===== src/rtl/tone_mixer_pwm.sv =====
// Multi-voice square-wave tone generator with a frame-latched PWM DAC.
// Voice amplitudes are summed and applied as duty only on frame boundaries.
module tone_mixer_pwm #(
  parameter int N      = 8,
  parameter int VOICES = 4,
  parameter int DIV_W  = 12,
  parameter int PRESC  = 4,
  parameter int VOL_W  = N - $clog2(VOICES),
  localparam int SEL_W = (VOICES > 1) ? $clog2(VOICES) : 1
) (
  input  logic             clk,
  input  logic             reset,
  input  logic             cfg_we,
  input  logic [SEL_W-1:0] cfg_sel,
  input  logic [DIV_W-1:0] cfg_period,
  input  logic [VOL_W-1:0] cfg_vol,
  input  logic             cfg_on,
  output logic             pwm_out,
  output logic [N-1:0]     mix_o,
  output logic [N-1:0]     duty_o,
  output logic             frame_start
);

  localparam int PW = (PRESC > 1) ? $clog2(PRESC) : 1;

  logic [PW-1:0]    presc;
  logic             tick;
  logic [DIV_W-1:0] period [VOICES];
  logic [DIV_W-1:0] cnt    [VOICES];
  logic [VOL_W-1:0] vol    [VOICES];
  logic             on     [VOICES];
  logic             phase  [VOICES];
  logic [N-1:0]     sum;
  logic [N-1:0]     pwm_cnt;
  logic [N-1:0]     cnt_next;
  logic [N-1:0]     duty_next;

  assign tick = (presc == PW'(PRESC - 1));

  // A write on a tick edge restarts the voice; the tick is dropped.
  always_ff @(posedge clk) begin
    if (reset) begin
      for (int i = 0; i < VOICES; i++) begin
        period[i] <= '0;
        cnt[i]    <= '0;
        vol[i]    <= '0;
        on[i]     <= 1'b0;
        phase[i]  <= 1'b0;
      end
    end else begin
      for (int i = 0; i < VOICES; i++) begin
        if (cfg_we && (int'(cfg_sel) == i)) begin
          period[i] <= cfg_period;
          vol[i]    <= cfg_vol;
          on[i]     <= cfg_on;
          cnt[i]    <= '0;
          phase[i]  <= 1'b0;
        end else if (!on[i] || (period[i] == '0)) begin
          cnt[i]   <= '0;
          phase[i] <= 1'b0;
        end else if (tick) begin
          if (cnt[i] == '0) begin
            cnt[i]   <= period[i] - DIV_W'(1);
            phase[i] <= ~phase[i];
          end else begin
            cnt[i] <= cnt[i] - DIV_W'(1);
          end
        end
      end
    end
  end

  always_comb begin
    sum = '0;
    for (int i = 0; i < VOICES; i++) begin
      if (phase[i]) sum = sum + N'(vol[i]);
    end
  end

  assign cnt_next  = pwm_cnt + N'(1);
  assign duty_next = (pwm_cnt == '1) ? mix_o : duty_o;

  always_ff @(posedge clk) begin
    if (reset) begin
      presc   <= '0;
      pwm_cnt <= '0;
      mix_o   <= '0;
      duty_o  <= '0;
      pwm_out <= 1'b0;
    end else begin
      presc   <= tick ? '0 : presc + PW'(1);
      pwm_cnt <= cnt_next;
      mix_o   <= sum;
      duty_o  <= duty_next;
      pwm_out <= (cnt_next < duty_next);
    end
  end

  assign frame_start = !reset && (pwm_cnt == '0);

endmodule


===== config.mk =====
export PLATFORM = sky130hd
export DESIGN_NAME = tone_mixer_pwm
export DESIGN_NICKNAME = d
export VERILOG_FILES = /design/src/rtl/tone_mixer_pwm.sv
export SDC_FILE = /design/constraint.sdc
export NUM_CORES = 1
export LEC_CHECK = 0
export BUFFER_PORTS_ARGS = -buffer_cell sky130_fd_sc_hd__buf_2
export CORE_ASPECT_RATIO = 1.2
export CORE_MARGIN = 5
export CORE_UTILIZATION = 40
export DETAILED_ROUTE_END_ITERATION = 10
export PLACE_DENSITY = 0.66
export SLEW_MARGIN = 5
export SYNTH_ARGS = -nofsm -noshare
export SYNTH_HDL_FRONTEND = slang
export SYNTH_SLANG_ARGS = --single-unit

===== constraint.sdc =====
create_clock -name clk -period 9.2 [get_ports clk]
set_input_delay 1.38 -clock clk [delete_from_list [all_inputs] [get_ports clk]]
set_output_delay 1.38 -clock clk [all_outputs]
set_load 0.1 [all_outputs]

### Word level (Yosys, flattened, before mapping)

Memory sizes are Yosys's and may differ from the RTL's.
Index checks and enable logic that the tools add are counted.

* add/sub/neg operators: 13
* $lt $le $gt $ge: 1
* equality and inequality tests: 5
* muxes and demuxes: 123
* bitwise operators: 44
* reduce and logical (&&, ||, !) cells: 25

Operators by type and width (count)
* $mux 12: 20
* $logic_not 12->1: 8
* $sub 12x1->12 const B: 8
* $mux 1: 94
* $or 1x1->1: 40
* $mux 8: 4
* $mux 6: 5
* $add 8x6->8: 3
* $add 8x1->8 const B: 1
* $eq 8x8->1 const B: 1
* $logic_not 8->1: 1
* $lt 8x8->1: 1
* $eq 2x2->1 const B: 3
* $logic_and 1x1->1: 5
* $logic_not 1->1: 5
* $logic_or 1x1->1: 4
* $not 1->1: 4
* $add 2x1->2 const B: 1
* $eq 2x1->1 const B: 1
* $logic_not 2->1: 1
* $reduce_or 2->1: 1

* bits in registers: 27
* RAM bits: 128
* bits of input ports: 24
* output and inout bits: 18
* memories: 5

Memories
* cnt: words 4, bits a word 12, read ports 4, clocked after memory_dff 0, write ports 4, line 29 `logic [DIV_W-1:0] cnt [VOICES];`
* period: words 4, bits a word 12, read ports 4, clocked after memory_dff 0, write ports 4, line 28 `logic [DIV_W-1:0] period [VOICES];`
* vol: words 4, bits a word 6, read ports 4, clocked after memory_dff 0, write ports 4, line 30 `logic [VOL_W-1:0] vol [VOICES];`
* on: words 4, bits a word 1, read ports 4, clocked after memory_dff 0, write ports 4, line 31 `logic on [VOICES];`
* phase: words 4, bits a word 1, read ports 4, clocked after memory_dff 0, write ports 4, line 32 `logic phase [VOICES];`

### Logic depth before layout (Yosys ltp)

Gate-level depths: netlist (run 1).
An unclocked memory read counts as a cell.

* depth after elaboration: 10
* mapped depth: 22
* gate-level depth less buffers: 21

### Worst setup path after synthesis (run 1)

Ideal clock, no wire load.

* path type: register -> register
* from: memory phase[0]
* to: register mix_o[7]
* arrival time: 4230 ps
* data required time: 9069 ps
* setup slack: 4839 ps
* cell stages (with the launch flop): 23
* buffers on the path: 1
* cell sequence: edfxtp_1 -> buf_2 -> and2_1 -> ha_1 -> inv_1 -> fa_1 -> nand2b_1 -> maj3_1 -> and3b_1 -> o31ai_1 -> ha_1 -> and3_1 -> a22o_1 -> or3_1 -> nand3_1 -> nand2_1 -> ha_1 -> nor3_1 -> o21a_1 -> nor3_1 -> nor3b_1 -> o21ai_0 -> a21oi_1

RTL lines
* start: declaration: line 32
* end signal: assignment: line 93 `mix_o <= sum;`
* end: declaration: line 19 `output logic [N-1:0] mix_o,`

==> impl_metrics.csv, run 1 <==
group,metric,value,unit
route,wl_per_cell,16.04,um
hold_path,holdPathEnd,"presc[0]$_SDFF_PP0_",
synth,syn_avg_cell_area,10.73,um2
clock_network,clock_sinks,155,
layout,diodes,0,
sta,period_minus_slack,4.839,ns
setup_path,r2r-start,"phase[0]$_SDFFCE_PN0P_",
layout,finalNetCount,933,
hold_path,hp-class,"reg -> reg",
clock_network,cts_root_buf,"clkbuf_16",
hold_path,hp-start,"presc[0]$_SDFF_PP0_",
layout,fillers,1964,
pwr,peakVddDrop,121.8,uV
sta,hold_violations,0,
outcome,outcome,"finished, final reports clean",
sta,rsz0062_at_grt,"no",
route,drt_iter0_markers,309,
clock_network,cts.htree.levels,4,
clock_network,clk_latency,0.43,ns
setup_path,criticalPathCategory,"reg -> reg",
sta,worst_slew_pin_slew,1.151,ns
synth,yosysSeqAreaShare,49.42,%
setup_path,cp.required,9.55,ns
synth,syn_nets,894,
setup_path,crit_arrival,5.19,ns
grt,grt_usage,14.94,%
synth,async_flop_share,0,%
synth,yosys.cell_types.count,68,
grt,grt_pass1_wl,30690,um
die,design.core.area,0.02178,mm2
grt,grt_pass1_vias,6063,
pwr,p_per_area,190.0,mW/mm2
pwr,p_leak,3.811,nW
sta,timing.final.crit_share,52.60,%
clock_network,worst_setup_hold_path_clk_slew,0.06,ns
place,place.gp.congestion,0.8284,
die,dieArea,0.02527,mm2
synth,synth_warnings,0,
setup_path,rr_endpoint,"mix_o[7]$_SDFF_PP0_",
run,drv_cap,0,
synth,syn_inst,827,
sta,relSlewSlack,22.84,%
sta,fmax,0.2066,GHz
clock_network,clk_path_buf_depth,2,
die,row_count,59,
route,wl,18480,um
sta,setup_violations,0,
layout,drive_gt1_share,12.07,%
setup_path,cp_max_fo,10,
layout,stdcell_count,1152,
route,dr.pass1.iters,5,
grt,grt_max_degree,40,
clock_network,hold_buffers,0,
clock_network,cts_resized,0,
sta,slew_viol_final,0,
die,pin_count,42,
grt,grt_antenna_before_repair,0,
clock_network,cts_tree,"yes",
synth,ys.flop_type,"edfxtp_1",
setup_path,r2r_cells,21,
route,drc,0,
place,numPortBuffers,41,
synth,netlist_area,0.008871,mm2
clock_network,cts_setup_buffers,0,
synth,synth_enable_flop_cells,128,
route,vias,6079,
clock_network,numCtsBuffers,17,
place,dpl.cell_count,1121,
layout,syn_to_final_growth,12.33,%
die,dieWidth,145.9,um
die,start_util,40.74,%
sta,finalSetupTns,0,ns
hold_path,holdPathStages,1,
synth,synth_seq_cells,155,
pwr,power,0.001893,W
route,ant_nets,0,
setup_path,r2r_setup_slack,4.36,ns
setup_path,critPathCaptureType,"register",
sta,skew,0.008362,ns
sta,worst_hold_slack,0.4468,ns
die,die_h,173.1,um
route,vias_per_cell,5.277,
place,dpl.hpwl,13670,um
layout,utilization,45.76,%
setup_path,start_kind,"register",
grt,grt_remaining_overflow,0,
-- how the worst max path moves through the flow --
stage,slack (ns),cells past startpoint,end,startpoint
4_1_cts,4.41,21,mix_o[7]$_SDFF_PP0_,phase[0]$_SDFFCE_PN0P_
6_report,4.36,21,mix_o[7]$_SDFF_PP0_,phase[0]$_SDFFCE_PN0P_
2_1_floorplan,4.84,22,mix_o[7]$_SDFF_PP0_,phase[0]$_SDFFCE_PN0P_
3_3_place_gp,4.56,20,mix_o[7]$_SDFF_PP0_,phase[0]$_SDFFCE_PN0P_
5_1_grt,4.04,21,mix_o[7]$_SDFF_PP0_,phase[0]$_SDFFCE_PN0P_
3_5_place_dp,4.43,21,mix_o[7]$_SDFF_PP0_,phase[0]$_SDFFCE_PN0P_
-- cell usage in the layout (no fill, tap or decap), types with 17 or more instances in the layout --
cell and n:
ha_1 40, clkbuf_16 17, edfxtp_1 128, buf_2 41, xnor2_1 52, nand2_1 52
inv_1 35, a211oi_1 32, nor3_1 29, dfxtp_1 27, xor2_1 29, nor2_1 79
a21oi_1 23, o21ai_0 20, and2_1 81
-- power breakdown --
| group | internal, W | leakage [nW] | switching, W |
|---|---|---|---|
| combinational | 0.000107 | 1.95 | 0.000178 |
| sequential | 0.000810 | 1.56 | 0.0000413 |
| clock | 0.000479 | 0.304 | 0.000278 |
-- critical path: stages (launching register included) --
cell      delay, ns
edfxtp_1       0.50
and2_1         0.19
ha_1           0.16
inv_1          0.05
fa_1           0.41
nand2b_1       0.17
maj3_1         0.39
and3b_1        0.20
o31ai_1        0.28
ha_1           0.33
and3_1         0.16
a22o_1         0.21
or3_1          0.31
nand3_1        0.10
nand2_1        0.09
ha_1           0.25
nor3_1         0.25
o21a_1         0.17
nor3_1         0.07
a211oi_1       0.23
o21ai_0        0.10
a21oi_1        0.14
-- flip-flops by register name, indices dropped and copies added, names as in the netlist --
register / flops
pwm_cnt: 8
phase: 4
duty_o: 8
pwm_out: 1
vol: 24
period: 48
on: 4
presc: 2
cnt: 48
mix_o: 8
-- cells by family (layout without fill, tap and decap cells) --
family | after synthesis | in the layout | share of synthesized area [%]
DFF | 155 | 155 | 49.42
buffers and inverters | 59 | 110 | 2.849
xor gates and xnor gates | 81 | 81 | 7.997
adders and majority gates | 45 | 45 | 6.544
AOI/OAI and AO/OA | 117 | 117 | 9.253
and+or+nand+nor | 351 | 351 | 21.72
muxes | 19 | 19 | 2.214
-- Yosys cell counts, drive strengths merged (14+ instances only) --
master	number	share of area (%)
xnor2	52	5.1
nor3	34	2.2
or3	14	1.1
and2	81	5.7
mux2i	14	1.6
edfxtp	128	43
xor2	29	2.9
dfxtp	27	6.1
inv	35	1.5
nor4	16	1.2
o21ai	20	1.1
nand2	55	2.4
nor2	80	3.4
a211oi	36	3.3
ha	40	5.6
a21oi	23	1.3
-- cell type report --
cell class	instances	area (um2)	area share, %
well taps	274	342.8	3.440
flip-flops and latches	155	4384	44.00
multi-input cells	613	4248	42.63
clock inverters	12	197.7	1.984
clock buffers	19	432.9	4.345
inverters	35	131.4	1.318
repair buffers	44	227.7	2.285
-- metrics by stage --
step                      setup WS (ns)  instance area, um2
after floorplan                   4.839                8871
after global placement            4.561                9334
after detailed placement          4.426                9334
after CTS                         4.406                9965
after global routing              4.042                9965
final                             4.361                9965
-- routing by layer --
layer / GRT usage [%] / routed length [um] / vias up
li1: - / - / 3058
met2: 25.51 / 9162 / 98
met5: 0 / 0 / -
met4: 5.107 / 384 / 0
met3: 2.749 / 513 / 23
met1: 19.07 / 8419 / 2900
Note: power is estimated with default switching activity, not from simulation.
==> run 2, diff against run 1 <==
--- a/config.mk
+++ b/config.mk
@@ -5,6 +5,7 @@
 export SDC_FILE = /design/constraint.sdc
 export NUM_CORES = 1
 export LEC_CHECK = 0
+export ABC_AREA = 1
 export BUFFER_PORTS_ARGS = -buffer_cell sky130_fd_sc_hd__buf_2
 export CORE_ASPECT_RATIO = 1.2
 export CORE_MARGIN = 5
==> constraint.sdc (replaced) <==
create_clock -name clk -period 4.71 [get_ports clk]
set_input_delay 0.7065 -clock clk [delete_from_list [all_inputs] [get_ports clk]]
set_output_delay 0.7065 -clock clk [all_outputs]
set_load 0.1 [all_outputs]
==> impl_metrics.csv, run 2 <==
group,metric,value,unit
sta,setup_violations,0,
layout,finalNetCount,1113,
hold_path,hp-class,"reg -> reg",
sta,worst_hold_slack,0.4397,ns
clock_network,clk_latency,0.42,ns
grt,grt_max_degree,27,
synth,async_flop_share,0,%
clock_network,cts_setup_buffers,0,
setup_path,rr_endpoint,"mix_o[7]$_SDFF_PP0_",
route,wl_per_cell,13.41,um
place,numPortBuffers,41,
setup_path,crit_start,"phase[0]$_SDFFCE_PN0P_",
synth,syn_nets,1066,
sta,rsz0062_at_grt,"no",
die,design.core.area,0.02222,mm2
synth,synth_enable_flop_cells,128,
synth,yosysTopAreaCell,"edfxtp_1",
synth,synth_seq_cells,155,
setup_path,r2r-start,"phase[0]$_SDFFCE_PN0P_",
clock_network,hold_buffers,0,
synth,yosys.cell_types.count,44,
synth,yosysMostFrequentCell,"nor2_1",
route,vias,6529,
grt,grt_pass1_wl,30420,um
clock_network,worst_setup_hold_path_clk_slew,0.06,ns
sta,hold_violations,0,
clock_network,cts_resized,0,
setup_path,r2r_setup_slack,0.68,ns
layout,fillers,2121,
grt,grt_usage,14.74,%
hold_path,holdPathStages,1,
layout,final_common_cell,"nor2_1",
sta,slew_viol_final,0,
clock_network,cts_tree,"yes",
layout,diodes,0,
die,row_count,60,
setup_path,cp.required,5.02,ns
layout,stdcell_count,1338,
place,dpl.hpwl,13870,um
run,drv_cap,0,
sta,finalSetupTns,0,ns
setup_path,r2r_cells,24,
synth,syn_avg_cell_area,8.948,um2
sta,period_minus_slack,4.028,ns
synth,syn_inst,999,
synth,synth_top_area_share,43.00,%
sta,worst_slew_pin_slew,0.7996,ns
pwr,p_per_area,346.5,mW/mm2
synth,netlist_area,0.008939,mm2
route,dr.pass1.iters,4,
grt,grt_antenna_before_repair,0,
grt,grt_remaining_overflow,0,
route,ant_nets,0,
clock_network,numCtsBuffers,17,
die,dieArea,0.02545,mm2
route,drt_iter0_markers,337,
setup_path,crit_path_end,"mix_o[7]$_SDFF_PP0_",
clock_network,cts_root_buf,"clkbuf_16",
sta,skew,0.007463,ns
die,pin_count,42,
route,wl,17950,um
clock_network,clock_sinks,155,
layout,layout_common_cells,"nor2_1, nand2_1, inv_1",
grt,grt_pass1_vias,6448,
synth,synthTopCellsByArea,"edfxtp_1, nor2_1, dfxtp_1",
layout,syn_to_final_growth,11.80,%
setup_path,critPathCaptureType,"register",
sta,fmax,0.2483,GHz
die,start_util,40.23,%
pwr,peakVddDrop,208.8,uV
outcome,outcome,"finished, final reports clean",
route,vias_per_cell,4.880,
setup_path,start_kind,"register",
setup_path,crit_arrival,4.34,ns
sta,relSlewSlack,46.56,%
die,die_h,173.8,um
clock_network,clk_path_buf_depth,2,
setup_path,criticalPathCategory,"reg -> reg",
route,drc,0,
sta,timing.final.crit_share,85.51,%
clock_network,cts.htree.levels,4,
pwr,p_leak,4.482,nW
die,dieWidth,146.5,um
layout,drive_gt1_share,11.14,%
place,place.gp.congestion,0.8917,
synth,synth_warnings,0,
layout,reg_top3,"cnt x48, period x48, vol x24",
synth,synthTopCellsByCount,"nor2_1, nand2_1, inv_1",
synth,ys.flop_type,"edfxtp_1",
synth,yosysSeqAreaShare,49.05,%
setup_path,cp_max_fo,10,
place,dpl.cell_count,1306,
==> run 2: changes by cell type after synthesis, moves of 17 or more <==
cell,before,now
a211oi_1,32,1
nand3_1,13,59
o21ai_0,20,37
nor2_1,79,183
xnor2_1,52,27
inv_1,35,138
xor2_1,29,51
nand2_1,52,140
and2_1,81,1
==> run 2: kinds of logic (layout without fill, tap and decap cells) <==
kind of cell / Yosys count / in the layout / synth area share, %
buffers and inverters: 159 / 219 / 6.943
muxes: 7 / 7 / 0.7839
xor gates and xnor gates: 78 / 78 / 7.643
DFF: 155 / 155 / 49.05
and+or+nand+nor: 457 / 457 / 22.55
adders and majority gates: 43 / 43 / 6.271
AOI/OAI and AO/OA: 100 / 100 / 6.761
==> run 2: how the worst min path moves through the flow <==
stage,slack [ns],startpoint,end
floorplan,0.40,presc[0]$_SDFF_PP0_,presc[0]$_SDFF_PP0_
global placement,0.41,presc[0]$_SDFF_PP0_,presc[0]$_SDFF_PP0_
detailed placement,0.43,presc[0]$_SDFF_PP0_,presc[0]$_SDFF_PP0_
CTS,0.44,presc[0]$_SDFF_PP0_,presc[0]$_SDFF_PP0_
global route,0.47,pwm_cnt[0]$_SDFF_PP0_,pwm_cnt[0]$_SDFF_PP0_
finish,0.44,presc[0]$_SDFF_PP0_,presc[0]$_SDFF_PP0_
==> run 2: routing by layer <==
layer / vias to the layer above / routed length [um] / GRT usage, %
li1: 3380 / - / -
met1: 3042 / 7710 / 16.96
met2: 80 / 9487 / 27.15
met3: 27 / 410 / 2.903
met4: 0 / 337 / 5.059
met5: - / 0 / 0
==> run 2: worst max-delay path, stage by stage (launching register included) <==
cell,delay [ns]
edfxtp_1,0.51
nand2_1,0.10
inv_1,0.07
ha_1,0.19
inv_1,0.08
fa_1,0.39
inv_1,0.09
nand3_1,0.10
nand3_1,0.09
o21ai_0,0.12
ha_1,0.36
a21oi_1,0.16
nand2_1,0.09
xor2_1,0.14
or2_2,0.26
o21ai_0,0.10
inv_1,0.07
ha_1,0.35
nand3_1,0.10
nand2_1,0.11
nand2_1,0.06
a21oi_1,0.16
nand4_1,0.11
nand2_1,0.07
nor2_1,0.05
==> run 2: cell type report <==
| class | count | area [um2] | share of cell area, % |
|---|---|---|---|
| multi-input combinational | 685 | 3934 | 39.36 |
| inverter | 143 | 536.8 | 5.371 |
| clock inverter | 12 | 125.1 | 1.252 |
| timing repair buffer | 44 | 227.7 | 2.279 |
| clock buffer | 20 | 436.7 | 4.370 |
| sequential | 155 | 4384 | 43.87 |
| tap | 279 | 349.1 | 3.493 |
==> run 2: power by group <==
| part | switching (W) | total, W | internal, W |
|---|---|---|---|
| combinational | 0.000341 | 0.000511 | 0.000170 |
| clock | 0.000528 | 0.00130 | 0.000776 |
| sequential | 0.0000679 | 0.00165 | 0.00158 |
==> run 2: stage by stage <==
| step | total power, W | worst slack, ns | util [%] | area [um2] |
|---|---|---|---|---|
| floorplan | 0.002065 | 0.8654 | - | 8939 |
| global placement | 0.002179 | 0.8137 | 42.44 | 9432 |
| detailed placement | 0.002190 | 0.7197 | 42.44 | 9432 |
| CTS | 0.003495 | 0.7039 | 44.97 | 9993 |
| global route | 0.003635 | 0.3209 | 44.97 | 9993 |
| finish | 0.003463 | 0.6824 | 44.97 | 9993 |
